### src/rtl/display_pkg.sv
// Shared constants and types for the multiplexed seven-segment display path.
// Segment patterns are active-low {g,f,e,d,c,b,a}.
package display_pkg;

  localparam int NUM_DIGITS = 3;

  localparam logic [6:0] SEG_0     = 7'h40;
  localparam logic [6:0] SEG_1     = 7'h79;
  localparam logic [6:0] SEG_2     = 7'h24;
  localparam logic [6:0] SEG_3     = 7'h30;
  localparam logic [6:0] SEG_4     = 7'h19;
  localparam logic [6:0] SEG_5     = 7'h12;
  localparam logic [6:0] SEG_6     = 7'h02;
  localparam logic [6:0] SEG_7     = 7'h78;
  localparam logic [6:0] SEG_8     = 7'h00;
  localparam logic [6:0] SEG_9     = 7'h10;
  localparam logic [6:0] SEG_BLANK = 7'h7F;
  localparam logic [6:0] SEG_DASH  = 7'h3F;

  typedef enum logic {DEAD, SHOW} state_t;

endpackage

### src/rtl/bcd_to_seg.sv
// Combinational BCD nibble to active-low segment decoder.
// Non-decimal nibbles (A-F) decode to a dash so bad input stays visible.
module bcd_to_seg
  import display_pkg::*;
(
  input  logic [3:0] nibble,
  output logic [6:0] seg
);

  always_comb begin
    seg = SEG_DASH;
    case (nibble)
      4'd0: seg = SEG_0;
      4'd1: seg = SEG_1;
      4'd2: seg = SEG_2;
      4'd3: seg = SEG_3;
      4'd4: seg = SEG_4;
      4'd5: seg = SEG_5;
      4'd6: seg = SEG_6;
      4'd7: seg = SEG_7;
      4'd8: seg = SEG_8;
      4'd9: seg = SEG_9;
      default: seg = SEG_DASH;
    endcase
  end

endmodule

### src/rtl/bcd_scan_display.sv
// Time-multiplexed 3-digit seven-segment driver with per-slot dead time and
// frame-synchronous input shadowing. Define LZ_BLANK_EN for leading-zero blanking.
module bcd_scan_display
  import display_pkg::*;
#(
  parameter int CLK_DIV = 50000,
  parameter int DEAD    = 16
) (
  input  logic        clk,
  input  logic        rst_n,
  input  logic [11:0] bcd,
  input  logic [7:0]  ndigits,
  output logic [6:0]  seg,
  output logic [2:0]  dig_sel,
  output logic        frame_done,
  output state_t      dbg_state
);

  localparam int CW = $clog2(CLK_DIV);
  localparam logic [CW-1:0] CYC_LAST = CW'(CLK_DIV - 1);
  localparam logic [CW-1:0] CYC_DEAD = CW'(DEAD);

  logic [CW-1:0] cyc, cyc_nxt;
  logic [1:0]    idx, idx_nxt;
  state_t        state, state_nxt;
  logic [11:0]   sh_bcd;
  logic [1:0]    sh_nd;
  logic          wrap;
  logic          frame_nxt;
  logic          show_nxt;
  logic          lz_blank;
  logic [3:0]    nibble;
  logic [6:0]    seg_dec;

  // Outputs are registered from next-cycle values so they line up with cyc.
  always_comb begin
    wrap      = (cyc == CYC_LAST);
    cyc_nxt   = wrap ? '0 : cyc + 1'b1;
    idx_nxt   = idx;
    if (wrap) idx_nxt = (idx == 2'd2) ? 2'd0 : idx + 2'd1;
    frame_nxt = (cyc_nxt == CYC_LAST) && (idx_nxt == 2'd2);
  end

  always_comb begin
    state_nxt = state;
    case (state)
      display_pkg::DEAD: if (cyc_nxt == CYC_DEAD) state_nxt = SHOW;
      SHOW:              if (wrap) state_nxt = display_pkg::DEAD;
      default:           state_nxt = display_pkg::DEAD;
    endcase
  end

  always_comb begin
    nibble   = 4'd0;
    lz_blank = 1'b0;
    case (idx_nxt)
      2'd0:    nibble = sh_bcd[3:0];
      2'd1:    nibble = sh_bcd[7:4];
      2'd2:    nibble = sh_bcd[11:8];
      default: nibble = 4'd0;
    endcase
`ifdef LZ_BLANK_EN
    // A digit is a leading zero when it and every enabled digit above it are zero.
    case (idx_nxt)
      2'd1:    lz_blank = (sh_bcd[7:4] == 4'd0) && ((sh_bcd[11:8] == 4'd0) || (sh_nd < 2'd3));
      2'd2:    lz_blank = (sh_bcd[11:8] == 4'd0);
      default: lz_blank = 1'b0;
    endcase
`else
    lz_blank = 1'b0;
`endif
    show_nxt = (state_nxt == SHOW) && (idx_nxt < sh_nd) && !lz_blank;
  end

  bcd_to_seg u_dec (
    .nibble (nibble),
    .seg    (seg_dec)
  );

  always_ff @(posedge clk or negedge rst_n) begin
    if (!rst_n) begin
      cyc        <= '0;
      idx        <= 2'd0;
      state      <= display_pkg::DEAD;
      sh_bcd     <= 12'd0;
      sh_nd      <= 2'd0;
      seg        <= SEG_BLANK;
      dig_sel    <= 3'b000;
      frame_done <= 1'b0;
    end else begin
      cyc        <= cyc_nxt;
      idx        <= idx_nxt;
      state      <= state_nxt;
      frame_done <= frame_nxt;
      seg        <= show_nxt ? seg_dec : SEG_BLANK;
      dig_sel    <= show_nxt ? (3'b001 << idx_nxt) : 3'b000;
      // Cycle 0 of every slot is dead, so the new shadow is never needed on the load edge.
      if (frame_done) begin
        sh_bcd <= bcd;
        sh_nd  <= (ndigits > 8'd3) ? 2'd3 : ndigits[1:0];
      end
    end
  end

  assign dbg_state = state;

endmodule

### config.mk
export PLATFORM = sky130hd
export DESIGN_NAME = bcd_scan_display
export DESIGN_NICKNAME = d
export VERILOG_FILES = /design/src/rtl/display_pkg.sv /design/src/rtl/bcd_to_seg.sv /design/src/rtl/bcd_scan_display.sv
export SDC_FILE = /design/constraint.sdc
export NUM_CORES = 1
export LEC_CHECK = 0
export ABC_AREA = 1
export BUFFER_PORTS_ARGS = -buffer_cell sky130_fd_sc_hd__buf_2
export CAP_MARGIN = 5
export CORE_UTILIZATION = 40
export DETAILED_ROUTE_END_ITERATION = 12
export PLACE_DENSITY = 0.7
export SLEW_MARGIN = 20
export SYNTH_ARGS = -nofsm -noshare
export SYNTH_HDL_FRONTEND = slang
export SYNTH_SLANG_ARGS = --single-unit
### constraint.sdc
create_clock -name clk -period 7.5 [get_ports clk]
set_clock_uncertainty 0.2 [all_clocks]
set_input_delay 0.75 -clock clk [delete_from_list [all_inputs] [get_ports clk]]
set_output_delay 0.75 -clock clk [all_outputs]
set_load 0.01 [all_outputs]
==> key figures <==
Cells and area
  – Ant. Diodes: 0
  – Post-route cell area: about 0.0029 mm²
  – Final Util: about half
  – Layout cell share with drive strength beyond 1: 22.0%
  – Nets: 393
  – Synth-to-layout area growth: 14.9%

Clocking
  – Clk_lat worst skew: 0.31 ns
  – # clock sinks: 44
  – Post-CTS setup buffers: 0
  – Hold-fix buffers, CTS: 0
  – Root Driver: clkbuf_8
  – CTS tree: built
  – Post-CTS sizing: 0
  – Deepest level of the CTS H-tree: 2
  – CTS max path bufs: 2
  – CTS Buf Count: 5
  – Clock-pin transition on the worst setup and hold timing paths: 0.08 ns

Drt
  – Final WL: 4930 µm
  – DRT antenna net count: 0
  – DR vias/cell: about 4.7
  – Wl on met1: 2400 µm
  – First DRT Iteration DRCs: 72
  – DR DRC count: 0
  – Vias: 2083
  – Highest metal layer with signal wires: met4
  – Wire per inst: 11.2 µm
  – Pre-antenna DRT Iters: 4
  – DR WL met3: 203 µm
  – Met2 routed WL: 2260 µm

Worst setup path
  – FF-to-FF path depth: 15
  – Critical R2R Launch: cyc[0]$_DFF_PN0_
  – End of the worst register-to-register path: seg[3]$_DFF_PN1_
  – Crit path max fanout: 11
  – Worst setup EP type: register
  – CP startpoint kind: register
  – WP data arrival: 2.80 ns
  – Kind of critical path: reg -> reg
  – FF-to-FF setup slack: 4.72 ns
  – WP data required: 7.52 ns

Timing
  – Least-Margin Pin Slew: 0.527 ns
  – Setup violations, final: 0
  – Fin crit share: between 30% and 40%
  – Hold WS: 0.141 ns
  – Peak Freq: 360 MHz
  – Final min period: 2.78 ns
  – Slew Viols, Final: 0
  – Setup TNS: 0 ns
  – RSZ-0062 raised after global routing: no
  – Final-report hold violation count: 0
  – Final WS setup: around 4.7 ns
  – Slew headroom: 64.8%

Placement
  – Detailed placer's ending HPWL: 3780 µm
  – Routability congestion estimate: around 0.88
  – Pre-CTS WS: roughly 4.7 ns
  – Buffers on Ports: 33
  – Placed inst area: 0.00273 mm²

Hold path
  – Worst hold path type: in -> async

Synth
  – Largest family of logic cells by synthesized area: simple AND/OR/NAND/NOR gates
  – Syn nets: 356
  – Simple-gate share of the synthesized area: 39.8%
  – Netlist cell types: 30
  – Syn Std Cell Area: about 0.0025 mm²
  – YS warnings: 0
  – Complex-gate fraction of the synthesized area: 3.67%
  – Syn Area/Cell: 7.64 µm²
  – Synth Area in Adders: 4.02%
  – Flop and latch count out of synthesis: 44
  – Post-synthesis mux area share: 0%
  – Mapped Cells: between 300 and 400
  – Post-synthesis xor/xnor area fraction: 0.352%
  – Register area share after synthesis: 44.6%

Run status
  – Outcome: completed

Run
  – MaxCap Viol Count: 0

Floorplan
  – Die width: ~81 µm
  – Die Height: 80.9 µm
  – Starting Density: around two fifths
  – Core area: 0.00596 mm²
  – # IOs: 34
  – FP Rows: 28
  – Full die area: 0.00655 mm²

GRT
  – GRT Residual Overflow: 0
  – GRT Util Overall: 17.4%
  – Pin count of the biggest net entering global routing: 45
  – Vias in the first global route: roughly 2000
  – Antenna violations before repair: 0
  – First-pass GRT wire length: 8720 µm

Power
  – Leak Pwr: 1.47 nW
  – Worst vdd ir: roughly 0.000081 V
  – Pwr dens: 152 mW/mm²
[worst max-delay path by stage]
stage | from | to | slack [ns] | cells past startpoint
global route | cyc[0]$_DFF_PN0_ | seg[3]$_DFF_PN1_ | 4.40 | 15
floorplan | cyc[0]$_DFF_PN0_ | seg[3]$_DFF_PN1_ | 5.09 | 17
finish | cyc[0]$_DFF_PN0_ | seg[3]$_DFF_PN1_ | 4.72 | 15
detailed placement | cyc[0]$_DFF_PN0_ | seg[3]$_DFF_PN1_ | 4.72 | 15
global placement | cyc[0]$_DFF_PN0_ | seg[3]$_DFF_PN1_ | 4.86 | 15
CTS | cyc[0]$_DFF_PN0_ | seg[3]$_DFF_PN1_ | 4.70 | 15
[worst max-delay path, cell delays in order (launching register included)]
cell and delay (ns):
dfrtp_1 0.43, ha_1 0.28, nand3_4 0.14, nor2_4 0.16
nand2_2 0.19, nand2_1 0.13, nand2_2 0.09, nor2_1 0.23
nand2_1 0.10, nand3_2 0.12, inv_1 0.08, ha_1 0.27
inv_1 0.06, nand2_1 0.06, nand3_1 0.08, nand3_1 0.08
[cell type report]
cell class / count / area, µm²
sequential: 44 / 1110
clock inverter: 3 / 46.3
multi-input combinational: 234 / 1190
clock buffer: 5 / 68.8
timing repair buffer: 34 / 185
tap: 75 / 93.8
fill: 614 / 3090
inverter: 44 / 166
[flip-flops by register name, summed over array words and instances (netlist names)]
signal      cells
cyc            16
dig_sel         3
seg             7
dbg_state       1
idx             2
frame_done      1
sh_nd           2
sh_bcd         12
[cells by family (layout without fill, tap and decap cells)]
group | after synthesis | after routing
xor gates and xnor gates | 1 | 1
and+or+nand+nor | 211 | 211
adders and majority gates | 8 | 8
AOI/OAI and AO/OA | 14 | 14
buffers and inverters | 48 | 86
DFF | 44 | 44
[placed cells by master (no fill, tap or decap), drive strengths merged]
cell type	count
a21boi	1
nand3b	3
o21bai	1
nand3	36
or2	2
nor3	1
nand4	7
dfrtp	37
buf	34
dfstp	7
bufinv	1
nor4	2
a21o	2
nand2	114
inv	43
clkinv	2
xor2	1
a21oi	2
clkbuf	5
nor2	46
clkinvlp	1
o21ai	8
ha	8
[Yosys cell counts]
cell / count / area, µm²
nand2_1: 102 / 383
inv_1: 41 / 154
nor2_1: 40 / 150
dfrtp_1: 37 / 926
nand3_1: 28 / 140
nand2_2: 11 / 68.8
ha_1: 8 / 100
dfstp_2: 7 / 184
nand4_1: 7 / 43.8
o21ai_0: 7 / 35.0
nand3_2: 6 / 60.1
nor2_2: 4 / 25.0
clkbuf_1: 3 / 11.3
nand3b_1: 3 / 22.5
a21o_1: 2 / 15.0
a21oi_1: 2 / 10.0
nand3_4: 2 / 35.0
nor2_4: 2 / 22.5
nor4_1: 2 / 12.5
or2_2: 2 / 12.5
a21boi_4: 1 / 18.8
buf_6: 1 / 11.3
clkinv_1: 1 / 3.75
clkinv_2: 1 / 5.00
inv_2: 1 / 3.75
nand2_4: 1 / 11.3
nor3_1: 1 / 5.00
o21ai_1: 1 / 5.00
o21bai_1: 1 / 7.51
xor2_1: 1 / 8.76
[stage by stage]
| stage | instances | power (W) |
|---|---|---|
| after floorplan | 326 | 0.000242 |
| after global placement | 430 | 0.000252 |
| after detailed placement | 430 | 0.000252 |
| after CTS | 438 | 0.000440 |
| after global routing | 439 | 0.000450 |
| final | 439 | 0.000435 |
[routing by layer]
layer  vias up  global-route usage, %
met4         0                   5.36
met2        40                   29.7
li1       1090                      -
met1       946                   22.0
met5         -                      0
met3         7                   3.82
[power breakdown]
part / switching [W] / total [W] / internal (W)
clock: 0.0000860 / 0.000186 / 0.000100
combinational: 0.00000609 / 0.0000110 / 0.00000494
sequential: 0 / 0.000237 / 0.000237
(Power assumes the default switching activity.)
